--- config.mk ---
export PLATFORM = sky130hd
export DESIGN_NAME = decode_nm_pipe
export DESIGN_NICKNAME = d
export VERILOG_FILES = /design/src/rtl/decode_pkg.sv /design/src/rtl/decode_skid.sv /design/src/rtl/decode_nm_pipe.sv
export SDC_FILE = /design/constraint.sdc
export NUM_CORES = 1
export LEC_CHECK = 0
export CAP_MARGIN = 15
export CORE_ASPECT_RATIO = 1.4
export CORE_UTILIZATION = 49
export DETAILED_ROUTE_END_ITERATION = 12
export GPL_TIMING_DRIVEN = 0
export PLACE_DENSITY = 0.82
export SLEW_MARGIN = 15
export SYNTH_ARGS = -nofsm -noshare
export SYNTH_HDL_FRONTEND = slang
export SYNTH_HIERARCHICAL = 1
export SYNTH_SLANG_ARGS = --single-unit
--- constraint.sdc ---
create_clock -name clk -period 1.6 [get_ports clk]
set_input_delay 0.16 -clock clk [delete_from_list [all_inputs] [get_ports clk]]
set_output_delay 0.16 -clock clk [all_outputs]
set_load 0.005 [all_outputs]
--- src/rtl/decode_pkg.sv ---
// Shared types and the index-to-lines decode function for decode_nm_pipe.
package decode_pkg;

    localparam int unsigned MAX_SEL_W = 8;
    localparam int unsigned MAX_OUT   = 256;

    typedef enum logic {
        MODE_ONEHOT = 1'b0,
        MODE_THERM  = 1'b1
    } dec_mode_t;

    typedef enum logic [1:0] {
        SK_EMPTY = 2'd0,
        SK_ONE   = 2'd1,
        SK_TWO   = 2'd2
    } skid_state_t;

    typedef struct packed {
        logic               err;
        logic [MAX_OUT-1:0] code;
    } dec_res_t;

    // Out-of-range wins over en; lines at or above num_out always stay zero.
    function automatic dec_res_t dec_fn(input logic [MAX_SEL_W-1:0] sel,
                                        input logic                 en,
                                        input dec_mode_t            mode,
                                        input int unsigned          num_out);
        dec_res_t res;
        res = '0;
        if (32'(sel) >= num_out) begin
            res.err = 1'b1;
        end else if (en) begin
            for (int unsigned i = 0; i < MAX_OUT; i++) begin
                if (mode == MODE_ONEHOT) res.code[i] = (i == 32'(sel));
                else                     res.code[i] = (i <= 32'(sel));
            end
        end
        return res;
    endfunction

endpackage

--- src/rtl/decode_skid.sv ---
// Two-entry valid/ready register stage: output register plus one skid slot.
module decode_skid
    import decode_pkg::*;
#(
    parameter int unsigned W = 9
) (
    input  logic         clk,
    input  logic         rst_n,
    input  logic         in_valid,
    output logic         in_ready,
    input  logic [W-1:0] in_data,
    output logic         out_valid,
    input  logic         out_ready,
    output logic [W-1:0] out_data
);

    skid_state_t  state, state_n;
    logic [W-1:0] out_q, out_n, skid_q, skid_n;
    logic         valid_q, ready_q;
    logic         accept, drain;

    assign accept = in_valid && ready_q;
    assign drain  = valid_q && out_ready;

    // Next-state and data steering; the skid slot only fills when the output is stalled.
    always_comb begin
        state_n = state;
        out_n   = out_q;
        skid_n  = skid_q;
        case (state)
            SK_EMPTY: begin
                if (accept) begin
                    state_n = SK_ONE;
                    out_n   = in_data;
                end
            end
            SK_ONE: begin
                if (accept && drain) begin
                    out_n = in_data;
                end else if (accept) begin
                    state_n = SK_TWO;
                    skid_n  = in_data;
                end else if (drain) begin
                    state_n = SK_EMPTY;
                end
            end
            SK_TWO: begin
                if (drain) begin
                    state_n = SK_ONE;
                    out_n   = skid_q;
                end
            end
            default: state_n = SK_EMPTY;
        endcase
    end

    // Handshake flags are registered from the next state so in_ready never sees out_ready combinationally.
    always_ff @(posedge clk or negedge rst_n) begin
        if (!rst_n) begin
            state   <= SK_EMPTY;
            out_q   <= '0;
            skid_q  <= '0;
            valid_q <= 1'b0;
            ready_q <= 1'b1;
        end else begin
            state   <= state_n;
            out_q   <= out_n;
            skid_q  <= skid_n;
            valid_q <= (state_n != SK_EMPTY);
            ready_q <= (state_n != SK_TWO);
        end
    end

    assign in_ready  = ready_q;
    assign out_valid = valid_q;
    assign out_data  = out_q;

endmodule

--- src/rtl/decode_nm_pipe.sv ---
// Pipelined binary-to-N-line decoder (one-hot / thermometer) with valid/ready skid output.
module decode_nm_pipe
    import decode_pkg::*;
#(
    parameter int unsigned SEL_W   = 3,
    parameter int unsigned NUM_OUT = 8,
    parameter int unsigned CNT_W   = 8
) (
    input  logic               clk,
    input  logic               rst_n,
    input  logic               in_valid,
    output logic               in_ready,
    input  logic [SEL_W-1:0]   in_sel,
    input  logic               in_en,
    input  logic               in_mode,
    output logic               out_valid,
    input  logic               out_ready,
    output logic [NUM_OUT-1:0] out_code,
    output logic               out_err,
    output logic [CNT_W-1:0]   err_cnt
);

    localparam int unsigned PW = NUM_OUT + 1;

    if (SEL_W < 1 || SEL_W > MAX_SEL_W || NUM_OUT < 2 || NUM_OUT > (1 << SEL_W)) begin : g_bad_params
        $error("decode_nm_pipe: illegal SEL_W/NUM_OUT combination");
    end

    dec_res_t      res;
    logic [PW-1:0] in_data, out_data;
    logic          unused_res;

    assign res        = dec_fn(MAX_SEL_W'(in_sel), in_en, dec_mode_t'(in_mode), NUM_OUT);
    assign unused_res = &{1'b0, res};
    assign in_data    = {res.err, res.code[NUM_OUT-1:0]};

    decode_skid #(.W(PW)) u_skid (
        .clk       (clk),
        .rst_n     (rst_n),
        .in_valid  (in_valid),
        .in_ready  (in_ready),
        .in_data   (in_data),
        .out_valid (out_valid),
        .out_ready (out_ready),
        .out_data  (out_data)
    );

    assign out_err  = out_data[NUM_OUT];
    assign out_code = out_data[NUM_OUT-1:0];

    // Saturating count of accepted out-of-range beats.
    always_ff @(posedge clk or negedge rst_n) begin
        if (!rst_n) begin
            err_cnt <= '0;
        end else if (in_valid && in_ready && res.err && (err_cnt != {CNT_W{1'b1}})) begin
            err_cnt <= err_cnt + CNT_W'(1);
        end
    end

endmodule

Word level (Yosys, flattened, before mapping)
Index checks and enable logic that the tools add are counted.
{ "op_classes": {"n_eq_ne": 13, "n_bitwise": 1, "muxes": 19, "n_lt_le_gt_ge": 7, "n_reduce_logical": 9} }
{ "ops": {"columns": ["cell", "n"], "rows": [
  ["9-bit two-way mux", 3],
  ["9-bit case mux with 3 select lines", 1],
  ["3-bit == test, first input constant", 4],
  ["3-bit <= comparator, first input constant", 4],
  ["2-bit two-way mux", 5],
  ["1-bit two-way mux", 8],
  ["8-bit two-way mux", 1],
  ["2-bit by 3-bit == test with 1-bit output, first input constant", 2],
  ["2-bit by 3-bit <= comparator with 1-bit output, first input constant", 2],
  ["2-bit by 1-bit != test with 1-bit output, second input constant", 3],
  ["2-bit case mux with 3 select lines", 1],
  ["4-bit AND reduction", 1],
  ["1-bit by 3-bit == test with 1-bit output, first input constant", 1],
  ["1-bit by 3-bit <= comparator with 1-bit output, first input constant", 1],
  ["1-bit logical AND", 3],
  ["3-bit zero test", 1],
  ["3-bit AND reduction", 1],
  ["3-bit nonzero test", 1],
  ["2-bit by 1-bit == test with 1-bit output, second input constant", 1],
  ["2-bit == test, second input constant", 1],
  ["2-bit zero test", 1],
  ["2-bit != test, second input constant", 1],
  ["2-bit nonzero test", 1],
  ["1-bit NOT", 1]
]} }
{ "word_totals": {"output_inout_bits": 19, "reg_bits": 21, "elab_cells": 54, "inputBits": 9} }

Longest topological paths before layout
{ "logic_depth": {"depth_word": 6, "mapped_depth": 5, "mapped_depth_nobuf": 4} }

Hierarchy
Netlist, hierarchy kept.
{ "by_module_without_submodules": {"columns": ["mod", "cells_per_inst", "seq_area_each_um2", "area_each_um2", "instances"], "rows": [
  ["decode_skid", 67, 551.8, 1008.5, 1],
  ["decode_nm_pipe", 31, 0.0, 201.4, 1]
]} }

Least setup slack after synthesis
No wires, ideal clock.
{ "synth_timing": {"kind": "register to register", "start": "reg u_skid.ready_q, in the netlist u_skid/in_ready", "end": "reg u_skid.out_q[0], in the netlist u_skid/out_data[0]", "path_buffers": 0, "period_less_slack_ns": 1.432, "required_ns": 1.475, "setup_time_ns": 0.125, "path_slack_ns": 0.168, "stages_incl_launch_ff": 4, "t_arrival_ns": 1.307, "path_cell_list": "dfstp_2 nand3b_1 o22ai_4 mux2_2"} }
{ "synth_between": {"elab_chain_cells": 4, "elab_cells_between_ends": 5, "cone_classes": "eq/ne (2); reduce/logical (3)"} }
{ "synth_lines": {"columns": ["item", "line_no", "text"], "rows": [
  ["start, declared", "decode_skid.sv:19", "logic valid_q, ready_q;"],
  ["start signal, assigned", "decode_skid.sv:70", "ready_q <= (state_n != SK_TWO);"],
  ["1-bit logical AND *", null, null],
  ["1-bit logical AND", "decode_skid.sv:38", "if (accept && drain) begin"],
  ["2-bit by 1-bit != test with 1-bit output (no line)", null, null],
  ["4-bit AND reduction (no line) *", null, null],
  ["end signal, assigned", "decode_skid.sv:67", "out_q <= out_n;"],
  ["end, declared", "decode_skid.sv:18", "logic [W-1:0] out_q, out_n, skid_q, skid_n;"]
]} }
Mark *: on every way between the ends. The rest lies on a longest branch, timed or not.
A chain may end at the register's enable or synchronous reset.

Worst setup path after layout
{ "layout_timing": {"start": "reg u_skid.ready_q, in the netlist u_skid/in_ready", "end": "reg u_skid.out_q[7], in the netlist u_skid/out_data[7]"} }
The elaborated chain is that of the path after synthesis.

==> metrics list <==
- The flow ran to the end, and the final reports show no timing, DRC or antenna violations.
- After detailed routing, the average wire length per cell comes to approximately 13 µm.
- The die is roughly 44 µm wide.
- In this run the static leakage power is ~0.7 nW.
- Sorting the synthesized cells by area gives the leading types as sky130_fd_sc_hd__dfrtp_1 (43%), sky130_fd_sc_hd__mux2_2 (25%), sky130_fd_sc_hd__buf_4 (5.6%).
* Latest clock arrival within the worst-skew pair: roughly 310 ps
- Die area: 2670 µm²
* Standard cell core area: 2250 µm²
* Final Hold Vio Count: 0
- Type of the most critical hold path: primary input to flop
- After routing the design area is around 1500 µm².
- The largest individual stage delay along the critical path comes from the cell sky130_fd_sc_hd__dfstp_2.
* Pwr Density: between 1500 and 2000 nW/µm²
- Max Clock Freq: around 0.65 GHz
- Max-capacitance violation count: 0
- The tree is rooted in a sky130_fd_sc_hd__clkbuf_4.
- Starting utilization of the core area: 0.537
* Data required, critical path: roughly 1800 ps
* TritonCTS clock tree: yes
- In the routed design, unresolved DRC markers number 0.
- Measured in cells, the most critical reg-to-reg path has a length of 4.
- In this run the cell area measured after placement is roughly 1400 µm².
* Worst setup SP type: flop
- Setup tns final: 0 ps
- The floorplan has 20 rows.
- Max Clock Skew: 2.20 ps
- Slew at the pin closest to its max-slew limit: roughly 960 ps
- Sequential cell area fraction in the yosys report: 0.456
- The clock period could shrink to around 1500 ps.
- Capturing element type of the critical path: flop
- The share of synthesized area in the top cell type comes to 0.434.
- Yosys mapped the design onto 32 distinct sky130hd cell types.
- Top-level port count: 28
- In this run the number of H-tree levels came out at 1.
- For this design, the sink count on the clock tree is 22.
- Counting flops and latches in the post-synthesis netlist gives 22.
- Across every metal layer, demand over resource in global routing totals 0.180.
- Highest net fanout along the worst path: 9
* Worst EP arrival: 1750 ps
- Critical path type: flop to flop
- Average footprint of a synthesized cell: ~12 µm²
- Buffers inserted during clock tree synthesis total 3.
- The routed layout has just under 800 vias.
* GRT Residual Overflow: 0
- Grouping stages by cell kind, the critical path spends the most delay in flip-flops.
* Hold buffers post-CTS: 0
* Netlist area before placement: around 1200 µm²
- Hold path endpoint: u_skid/skid_q[7]$_DFFE_PN0P_
* Number of warnings issued by yosys: 6
* Synth-to-Final Area Change: 23.0%
- The count of nets left with antenna violations once routing finished came out at 0.
* Ant diodes: 0
- Final-stage net count: 138
* Wire length of the first global-routing pass: 3500 µm
* HPWL reported at the end of detailed placement: about 1400 µm
- Setup repair after global routing left no endpoint under its margin.
* Endpoint of the worst-slack reg-to-reg timing path: u_skid/out_data[7]$_DFFE_PN0P_
- For flop-to-flop paths, the worst setup slack is ~54 ps.
- Fin crit share: 0.966
* Min-Delay Path Depth: 4
* Initial antenna violation count: 0
- Clock edge transition at the registers on the reported setup and hold paths: ~110 ps
- On the worst path, the slowest cell contributes a delay of 570 ps.
- Gate count of the mapped netlist: 98
- The congestion estimate from routability-driven global placement came to 0.781.
* Number of DRC markers in iteration 0: 17
- Total setup violations reported at the end of the flow: 0
* Largest net degree at the start of global routing: 23
- Final hold slack: just under 300 ps
- After clock tree synthesis, the repair step resized 0 gates.
- Share of final-layout standard cells stronger than drive strength 1: 0.414
* Die outline height: 60.8 µm
- CTS max path bufs: 2
* Cell taking the most area after synthesis: sky130_fd_sc_hd__dfrtp_1
- Total of buffers placed on input and output ports: 16
* Worst R2R Start: u_skid/in_ready$_DFF_PN1_
- The startpoint identified for the worst hold timing path is in_sel[0].
- Sum of routed wire length over all layers: ~2000 µm
- Walking the worst path, the cells encountered are nand3b_1 > o22ai_4 > buf_12 > mux2_2.
* Maximum resistive drop on vdd: 0.000799 V
- Worst slew margin: 0.356
- The via count of the first global-routing pass is ~850.
- Counting both buffers and inverters, the worst setup path holds a total of 1.
- Measured on the finished design, the core utilization comes to 0.661.
- The total count of max-transition violations in the final report was 0.
* Average via count per standard cell: roughly 5.3
- Detailed Routing Iterations Pass 1: 5
[tightest hold or removal path: stages]
cell,delay [ps]
sky130_fd_sc_hd__buf_6,100
sky130_fd_sc_hd__inv_1,40
sky130_fd_sc_hd__nor2_1,120
sky130_fd_sc_hd__mux2_2,160
[cells by family (layout without fill, tap and decap cells)]
| group | after synthesis | after routing | synth area share |
|---|---|---|---|
| other | 1 | 10 | 0.00310 |
| and+or+nand+nor | 18 | 18 | 0.0900 |
| AOI/OAI and AO/OA | 14 | 14 | 0.103 |
| DFF | 22 | 22 | 0.456 |
| buffers and inverters | 15 | 36 | 0.0879 |
| muxes | 28 | 28 | 0.260 |
[per-stage QoR]
stage | cells | worst slack (ps) | total power (W)
final | 150 | 54.2 | 0.00233
after global routing | 150 | 4.58 | 0.00249
after CTS | 150 | 47.1 | 0.00235
after detailed placement | 145 | -113 | 0.00199
after global placement | 145 | -82.2 | 0.00195
after floorplan | 107 | 168 | 0.00160
[final cells by class]
class,count,area (µm²)
buffer,12,95.1
clock buffer,4,36.3
fill,181,764
inverter,3,11.3
multi-input combinational,70,586
sequential,22,552
tap,22,27.5
timing repair buffer,17,180
[worst max path at each step]
stage,start,end,cells past startpoint
after global routing,u_skid/state[1]$_DFF_PN0_,u_skid/out_data[7]$_DFFE_PN0P_,4
final,u_skid/in_ready$_DFF_PN1_,u_skid/out_data[7]$_DFFE_PN0P_,4
after detailed placement,in_valid,u_skid/out_data[3]$_DFFE_PN0P_,4
after floorplan,u_skid/in_ready$_DFF_PN1_,u_skid/out_data[0]$_DFFE_PN0P_,3
after CTS,u_skid/in_ready$_DFF_PN1_,u_skid/out_data[7]$_DFFE_PN0P_,4
after global placement,out_ready,u_skid/out_data[5]$_DFFE_PN0P_,4
[flip-flops by register name (all words and copies together), names as in the netlist]
signal            flops
u_skid/out_valid      1
u_skid/skid_q         9
u_skid/state          2
u_skid/in_ready       1
u_skid/out_data       9
[where the power goes]
group          switching, W  internal (W)
Combinational      0.000375      0.000688
Sequential         0.000155      0.000809
Clock              0.000161      0.000139
Total              0.000691       0.00164
[Yosys cell counts]
| library cell | instances |
|---|---|
| sky130_fd_sc_hd__nor3_1 | 1 |
| sky130_fd_sc_hd__dfstp_2 | 1 |
| sky130_fd_sc_hd__nand3_1 | 2 |
| sky130_fd_sc_hd__nor2_1 | 3 |
| sky130_fd_sc_hd__nand3b_1 | 1 |
| sky130_fd_sc_hd__inv_1 | 3 |
| sky130_fd_sc_hd__and4_1 | 1 |
| sky130_fd_sc_hd__nand4b_1 | 1 |
| sky130_fd_sc_hd__nand2_1 | 4 |
| sky130_fd_sc_hd__o221a_2 | 1 |
| sky130_fd_sc_hd__conb_1 | 1 |
| sky130_fd_sc_hd__o211ai_1 | 2 |
| sky130_fd_sc_hd__o22ai_4 | 1 |
| sky130_fd_sc_hd__a21oi_2 | 1 |
| sky130_fd_sc_hd__nand2b_1 | 1 |
| sky130_fd_sc_hd__a21boi_4 | 1 |
| sky130_fd_sc_hd__buf_6 | 2 |
| sky130_fd_sc_hd__or2_1 | 1 |
| sky130_fd_sc_hd__a21o_2 | 1 |
| sky130_fd_sc_hd__a21oi_1 | 2 |
| sky130_fd_sc_hd__clkbuf_2 | 1 |
| sky130_fd_sc_hd__o21a_1 | 1 |
| sky130_fd_sc_hd__dfrtp_1 | 21 |
| sky130_fd_sc_hd__a22oi_1 | 1 |
| sky130_fd_sc_hd__mux2_2 | 27 |
| sky130_fd_sc_hd__mux2i_1 | 1 |
| sky130_fd_sc_hd__buf_4 | 9 |
| sky130_fd_sc_hd__o21ai_0 | 2 |
| sky130_fd_sc_hd__o31ai_1 | 1 |
| sky130_fd_sc_hd__nand2_2 | 1 |
| sky130_fd_sc_hd__nor2b_4 | 1 |
| sky130_fd_sc_hd__and3b_2 | 1 |
[repair_timing]
| action | CTS | global route |
|---|---|---|
| setup buffers | 1 | 0 |
| endpoints found under the setup margin | 1 | 0 |
| endpoints found under the hold margin | 0 | 0 |
[layout by cell type (no fill, tap or decap), types with 2 or more instances in the layout]
| master | Yosys | routed |
|---|---|---|
| sky130_fd_sc_hd__nor2_1 | 3 | 3 |
| sky130_fd_sc_hd__nand3_1 | 2 | 2 |
| sky130_fd_sc_hd__o21ai_0 | 2 | 2 |
| sky130_fd_sc_hd__clkbuf_4 | 0 | 3 |
| sky130_fd_sc_hd__clkdlybuf4s50_1 | 0 | 16 |
| sky130_fd_sc_hd__a21oi_1 | 2 | 2 |
| sky130_fd_sc_hd__buf_6 | 2 | 2 |
| sky130_fd_sc_hd__mux2_2 | 27 | 27 |
| sky130_fd_sc_hd__nand2_1 | 4 | 4 |
| sky130_fd_sc_hd__dfrtp_1 | 21 | 21 |
| sky130_fd_sc_hd__buf_4 | 9 | 9 |
| sky130_fd_sc_hd__inv_1 | 3 | 3 |
| sky130_fd_sc_hd__conb_1 | 1 | 10 |
| sky130_fd_sc_hd__o211ai_1 | 2 | 2 |
[layer usage]
layer | share of wire | wire length (µm) | GRT usage | vias to the layer above
met5 | 0 | 0 | 0 | -
met4 | 0.024 | 47 | 0.108 | 0
met3 | 0.026 | 51 | 0.0268 | 5
met2 | 0.54 | 1060 | 0.345 | 16
met1 | 0.41 | 804 | 0.180 | 384
li1 | - | - | - | 390
(Power assumes the default switching activity.)
